==> config.mk <==
export PLATFORM = sky130hd
export DESIGN_NAME = uart_parity_engine
export DESIGN_NICKNAME = d
export VERILOG_FILES = /design/src/rtl/uart_pkg.sv /design/src/rtl/uart_parity_rx.sv /design/src/rtl/uart_parity_engine.sv
export SDC_FILE = /design/constraint.sdc
export NUM_CORES = 1
export LEC_CHECK = 0
export ABC_AREA = 0
export CORE_AREA = 2 2 59 61
export CTS_CLUSTER_SIZE = 30
export DETAILED_ROUTE_END_ITERATION = 8
export DIE_AREA = 0 0 61 63
export PLACE_DENSITY_LB_ADDON = 0.05
export REMOVE_ABC_BUFFERS = 1
export SYNTH_ARGS = -nofsm -noshare
export SYNTH_HDL_FRONTEND = slang
export SYNTH_SLANG_ARGS = --single-unit
==> constraint.sdc <==
create_clock -name clk -period 1.9 [get_ports clk]
set_input_delay 0.475 -clock clk [delete_from_list [all_inputs] [get_ports clk]]
set_output_delay 0.475 -clock clk [all_outputs]
set_load 0.1 [all_outputs]
==> src/rtl/uart_pkg.sv <==
// rtl/uart_pkg.sv - shared parity encodings, RX FSM states and expected-parity helper
package uart_pkg;

  localparam logic [1:0] PAR_EVEN  = 2'b00;
  localparam logic [1:0] PAR_ODD   = 2'b01;
  localparam logic [1:0] PAR_MARK  = 2'b10;
  localparam logic [1:0] PAR_SPACE = 2'b11;

  typedef enum logic [1:0] {
    RX_IDLE  = 2'b00,
    RX_ACCUM = 2'b01,
    RX_CHECK = 2'b10
  } rx_state_t;

  // acc is the XOR of all data bits; mark/space ignore it
  function automatic logic par_expect(input logic acc, input logic [1:0] mode);
    logic w_exp;
    case (mode)
      PAR_EVEN: w_exp = acc;
      PAR_ODD:  w_exp = ~acc;
      PAR_MARK: w_exp = 1'b1;
      default:  w_exp = 1'b0;
    endcase
    return w_exp;
  endfunction

endpackage

==> src/rtl/uart_parity_rx.sv <==
// rtl/uart_parity_rx.sv - serial RX parity accumulator with bit-count guard
module uart_parity_rx
  import uart_pkg::*;
#(
  parameter int WIDTH = 8
) (
  input  logic       clk,
  input  logic       rst,
  input  logic       par_en,
  input  logic [1:0] par_mode,
  input  logic       rx_start,
  input  logic       rx_bit_valid,
  input  logic       rx_bit,
  input  logic       rx_chk,
  output logic       rx_done,
  output logic       rx_par_err,
  output logic       rx_seq_err
);

  localparam int BCW = $clog2(WIDTH + 1);
  localparam logic [BCW-1:0] FULL = BCW'(WIDTH);

  rx_state_t      r_state;
  logic           r_acc;
  logic [BCW-1:0] r_bit_cnt;
  logic [1:0]     r_mode;
  logic           r_en;
  logic           r_done;
  logic           r_par_err;
  logic           r_seq_err;

  always_ff @(posedge clk or negedge rst) begin
    if (!rst) begin
      r_state   <= RX_IDLE;
      r_acc     <= 1'b0;
      r_bit_cnt <= '0;
      r_mode    <= PAR_EVEN;
      r_en      <= 1'b0;
      r_done    <= 1'b0;
      r_par_err <= 1'b0;
      r_seq_err <= 1'b0;
    end else begin
      r_done    <= 1'b0;
      r_par_err <= 1'b0;
      r_seq_err <= 1'b0;
      // A start strobe always wins, silently discarding any partial frame
      if (rx_start) begin
        r_state   <= RX_ACCUM;
        r_acc     <= 1'b0;
        r_bit_cnt <= '0;
        r_mode    <= par_mode;
        r_en      <= par_en;
      end else begin
        case (r_state)
          RX_ACCUM: begin
            if (rx_bit_valid) begin
              if (r_bit_cnt != FULL) begin
                r_acc     <= r_acc ^ rx_bit;
                r_bit_cnt <= r_bit_cnt + 1'b1;
              end else begin
                r_seq_err <= 1'b1;
              end
              if (rx_chk) r_seq_err <= 1'b1;
            end else if (rx_chk) begin
              r_done <= 1'b1;
              if (r_bit_cnt == FULL) begin
                r_state   <= RX_CHECK;
                r_par_err <= r_en & (rx_bit != par_expect(r_acc, r_mode));
              end else begin
                r_state   <= RX_IDLE;
                r_seq_err <= 1'b1;
              end
            end
          end
          RX_CHECK: r_state <= RX_IDLE;
          default:  r_state <= RX_IDLE;
        endcase
      end
    end
  end

  assign rx_done    = r_done;
  assign rx_par_err = r_par_err;
  assign rx_seq_err = r_seq_err;

endmodule

==> src/rtl/uart_parity_engine.sv <==
// rtl/uart_parity_engine.sv - UART TX parity generator, RX parity checker and error counter
module uart_parity_engine
  import uart_pkg::*;
#(
  parameter int WIDTH = 8,
  parameter int CNT_W = 8
) (
  input  logic             clk,
  input  logic             rst,
  input  logic             par_en,
  input  logic [1:0]       par_mode,
  input  logic             tx_load,
  input  logic [WIDTH-1:0] tx_data,
  output logic             tx_parity,
  input  logic             rx_start,
  input  logic             rx_bit_valid,
  input  logic             rx_bit,
  input  logic             rx_chk,
  output logic             rx_done,
  output logic             rx_par_err,
  output logic             rx_seq_err,
  input  logic             err_clr,
  output logic [CNT_W-1:0] err_count
);

  localparam logic [CNT_W-1:0] CNT_MAX = '1;

  logic [WIDTH-1:0] r_tx_word;
  logic [1:0]       r_tx_mode;
  logic             r_tx_en;
  logic [CNT_W-1:0] r_err_count;
  logic             w_par_err;

  always_ff @(posedge clk or negedge rst) begin
    if (!rst) begin
      r_tx_word <= '0;
      r_tx_mode <= PAR_EVEN;
      r_tx_en   <= 1'b0;
    end else if (tx_load) begin
      r_tx_word <= tx_data;
      r_tx_mode <= par_mode;
      r_tx_en   <= par_en;
    end
  end

  // Depends only on registered state, so par_mode edits between loads are invisible
  assign tx_parity = r_tx_en & par_expect(^r_tx_word, r_tx_mode);

  uart_parity_rx #(.WIDTH(WIDTH)) u_rx (
    .clk          (clk),
    .rst          (rst),
    .par_en       (par_en),
    .par_mode     (par_mode),
    .rx_start     (rx_start),
    .rx_bit_valid (rx_bit_valid),
    .rx_bit       (rx_bit),
    .rx_chk       (rx_chk),
    .rx_done      (rx_done),
    .rx_par_err   (w_par_err),
    .rx_seq_err   (rx_seq_err)
  );

  assign rx_par_err = w_par_err;

  always_ff @(posedge clk or negedge rst) begin
    if (!rst) begin
      r_err_count <= '0;
    end else if (err_clr) begin
      r_err_count <= '0;
    end else if (w_par_err && (r_err_count != CNT_MAX)) begin
      r_err_count <= r_err_count + 1'b1;
    end
  end

  assign err_count = r_err_count;

endmodule
==> impl_table.tex <==
\begin{tabular}{lr}
\hline
Metric & Value \\
\hline
\multicolumn{2}{l}{\textbf{Global route}} \\
Pin count of the biggest net entering global routing & 33 \\
Total congestion overflow & 0 \\
Overall Global Routing Usage & 16.2\% \\
Via count of the first global-routing pass & 1096 \\
Wire length of the first global-routing pass & 4.62 mm \\
Initial antenna violation count & 0 \\
\multicolumn{2}{l}{\textbf{Min path}} \\
Path type of the worst min-delay path & flip-flop to flip-flop \\
\multicolumn{2}{l}{\textbf{Floorplan}} \\
Die Outline Area & 3840 um2 \\
Starting density of the core & 44.8\% \\
Die Width & 61 um \\
Total number of placement rows & 21 \\
Core region area & 3230 um2 \\
Die span in y & 63 um \\
Number of ports placed on the die boundary & 31 \\
\multicolumn{2}{l}{\textbf{Clocking}} \\
Number of buffers added by the clock tree synthesis step & 5 \\
\# clock sinks & 32 \\
Clk pin slew, worst setup/hold paths & 0.09 ns \\
Hold bufs inserted after CTS & 0 \\
Clock root buffer & clkbuf\_4 \\
Clock tree from TritonCTS & yes \\
Worst-Skew Late Latency & 0.31 ns \\
CTS H-Tree Depth & 2 \\
Longest Clk Path Bufs & 2 \\
\multicolumn{2}{l}{\textbf{Timing}} \\
Hold Vio Cnt, Final & 0 \\
Min Hold Slack & 0.510 ns \\
Slew of the pin with the lowest slew margin & 0.401 ns \\
Worst slew slack as a fraction of its limit & 73.3\% \\
Portion of the clock cycle consumed by the worst path in the final layout & 122\% \\
Setup repair after global routing missed its margin & true \\
Peak clock frequency supported by timing & 430 MHz \\
Fin Clk Skew & 0.00369 ns \\
Number of pins exceeding their max-slew limit in the final report & 0 \\
Final worst setup slack & -0.426 ns \\
Setup violation total in the final timing report & 1 \\
Fin crit period & 2.33 ns \\
\multicolumn{2}{l}{\textbf{Logic synthesis}} \\
Synth Instances & 123 \\
Post-synthesis cell area & 1450 um2 \\
Adder-cell share of the synthesized area & 2.60\% \\
Sequential cell area fraction in the yosys report & 55.4\% \\
Mean cell area of the mapped netlist & 11.8 um2 \\
Combinational family with the most area after synthesis & simple AND/OR/NAND/NOR gates \\
Mux cell area share after synthesis & 12.3\% \\
Number of synthesized register bits & 32 \\
Yosys warning count & 0 \\
Fraction of the mapped netlist area in simple logic gates & 14.3\% \\
Xor and xnor fraction of the mapped netlist area & 10.3\% \\
Count of cell types in the netlist & 26 \\
Synthesized-area fraction occupied by ao, oa, aoi and oai cells & 3.63\% \\
\multicolumn{2}{l}{\textbf{Worst setup path}} \\
Endpoint kind of the worst setup timing path & output port \\
CP max stage delay & 0.42 ns \\
Arrival time at the worst endpoint & 1.85 ns \\
Category of the worst setup path launch point & flip-flop \\
Category of the critical setup timing path & flip-flop to output port \\
Max stage delay cell, worst path & dfrtp\_1 \\
Worst Path Max Fanout & 2 \\
Critical path data required time & 1.42 ns \\
CP cell instances & xor2\_2 > xnor2\_2 > xnor2\_1 > or3\_1 > and3\_4 > buf\_12 \\
\multicolumn{2}{l}{\textbf{Detailed routing}} \\
Via Count & 1023 \\
Routed length per instance & 12.3 um \\
Routed via count divided by cell count & 4.97 \\
Total wire length after detailed routing & 2.54 mm \\
DRC viols & 0 \\
ANT nets after route & 0 \\
First DRT Iteration DRCs & 47 \\
Iteration count of the initial detailed-routing pass & 2 \\
\multicolumn{2}{l}{\textbf{Layout}} \\
Most common cell after layout, fill and taps aside & dfrtp\_1 \\
Most frequent cells in the layout & 32 x dfrtp\_1, 18 x clkdlybuf4s50\_1, 14 x mux2\_2 \\
Synth-to-Final Area Change & 41.5\% \\
Share of layout cells above drive strength 1 & 26.9\% \\
Layout Nets & 182 \\
Antenna diode instance count & 0 \\
\multicolumn{2}{l}{\textbf{Placed design}} \\
Buffers added on ports & 30 \\
Gp weighted congestion & 0.797 \\
Post-DP HPWL & 1.85 mm \\
\multicolumn{2}{l}{\textbf{Run status}} \\
Violations in the final reports & negative setup slack \\
Result of the run & complete, but fails checks \\
\multicolumn{2}{l}{\textbf{Power and ir drop}} \\
Power per cell area & 730 nW/um2 \\
Post-layout total power & 1490 uW \\
Leakage power & 0.000888 uW \\
Worst VDD drop & 0.536 mV \\
\multicolumn{2}{l}{\textbf{Flow run}} \\
Max-Cap Viols & 0 \\
\hline
\end{tabular}
==> flip-flops by register name, summed over array words and instances (netlist names) <==
register	count
err_count	8
r_tx_word	8
u_rx.r_bit_cnt	4
r_tx_mode	2
u_rx.r_mode	2
u_rx.r_state	2
r_tx_en	1
u_rx.r_acc	1
u_rx.r_en	1
u_rx.rx_done	1
u_rx.rx_par_err	1
u_rx.rx_seq_err	1
==> metrics by stage <==
stage | util, % | worst slack, ns | cell area [um2] | cells | setup TNS [ns]
5_1_grt | 63.3 | -0.536 | 2050 | 206 | -0.536
6_report | 63.3 | -0.426 | 2050 | 206 | -0.426
3_3_place_gp | 60.0 | -0.0852 | 1940 | 199 | -0.0852
3_5_place_dp | 60.0 | -0.100 | 1940 | 199 | -0.100
2_1_floorplan | - | -0.300 | 1430 | 119 | -0.604
4_1_cts | 62.2 | -0.439 | 2010 | 206 | -0.439
==> routing by layer <==
metal	vias to the layer above	global-route usage (%)	routed length, um
met1	496	19.9	1090
li1	500	-	-
met5	-	0	0
met2	22	24.9	1300
met3	5	4.97	109
met4	0	8.70	47
==> cell usage after synthesis (all sizes together) <==
master | number | share of area [%]
nand2b | 2 | 0.86
or3 | 1 | 0.43
dfrtp | 32 | 55
nand4 | 3 | 1.3
nor3 | 3 | 1.0
and3 | 3 | 1.3
buf | 1 | 0.26
a21oi | 4 | 1.4
o21ai | 2 | 0.69
clkbuf | 3 | 0.78
mux2 | 14 | 11
xnor2 | 9 | 5.5
nor2b | 2 | 0.86
nor4 | 1 | 0.43
ha | 3 | 2.6
xor2 | 8 | 4.8
a31oi | 1 | 0.43
and4 | 2 | 1.2
mux2i | 2 | 1.4
nor2 | 12 | 3.1
nand3 | 4 | 1.4
inv | 2 | 0.52
nand3b | 2 | 1.0
nand2 | 5 | 1.3
a311oi | 1 | 0.61
a21o | 1 | 0.52
==> final cells by class <==
class | instances | area (um2)
clock buffer | 7 | 65.1
fill | 272 | 1180
inverter | 2 | 7.51
multi-input combinational | 85 | 666
sequential | 32 | 801
tap | 46 | 57.6
timing repair buffer | 34 | 450
==> worst paths after layout <==
kind	from	endpoint	slack, ns	cells after the start
setup / recovery	r_tx_word[7]	tx_parity	-0.43	6
hold / removal	u_rx.r_en	u_rx.r_en	0.51	1
setup reg to reg	u_rx.r_bit_cnt[0]	u_rx.r_bit_cnt[3]	0.34	7
hold reg to reg	u_rx.r_en	u_rx.r_en	0.51	1
max in group asynchronous	rst	u_rx.r_mode[1]	1.05	2
min in group asynchronous	rst	err_count[3]	0.55	2
==> power by group <==
part / internal, uW / switching [uW] / total (uW)
Clock: 210 / 208 / 418
Sequential: 720 / 32.1 / 752
Combinational: 171 / 152 / 323
==> worst max-delay path, delay by kind of cell (launching register included) <==
family	cells	cell delay [ns]
flip-flops	1	0.42
AND/OR/NAND/NOR	2	0.48
buffers and inverters	1	0.16
XOR/XNOR	3	0.47
==> cell families after synthesis <==
family                   count (synthesis)
AO/OA/AOI/OAI                            9
XOR/XNOR                                17
flip-flops                              32
AND/OR/NAND/NOR                         40
adder cells (fa/ha/maj)                  3
multiplexers                            16
buffers and inverters                    6
==> timing repair <==
item / in CTS / in global routing
gates resized for setup: 1 / 5
endpoints found under the setup margin: 1 / 1
buffers inserted: 0 / 0
pin swaps: 3 / 2
Note: power is estimated with default switching activity, not from simulation.
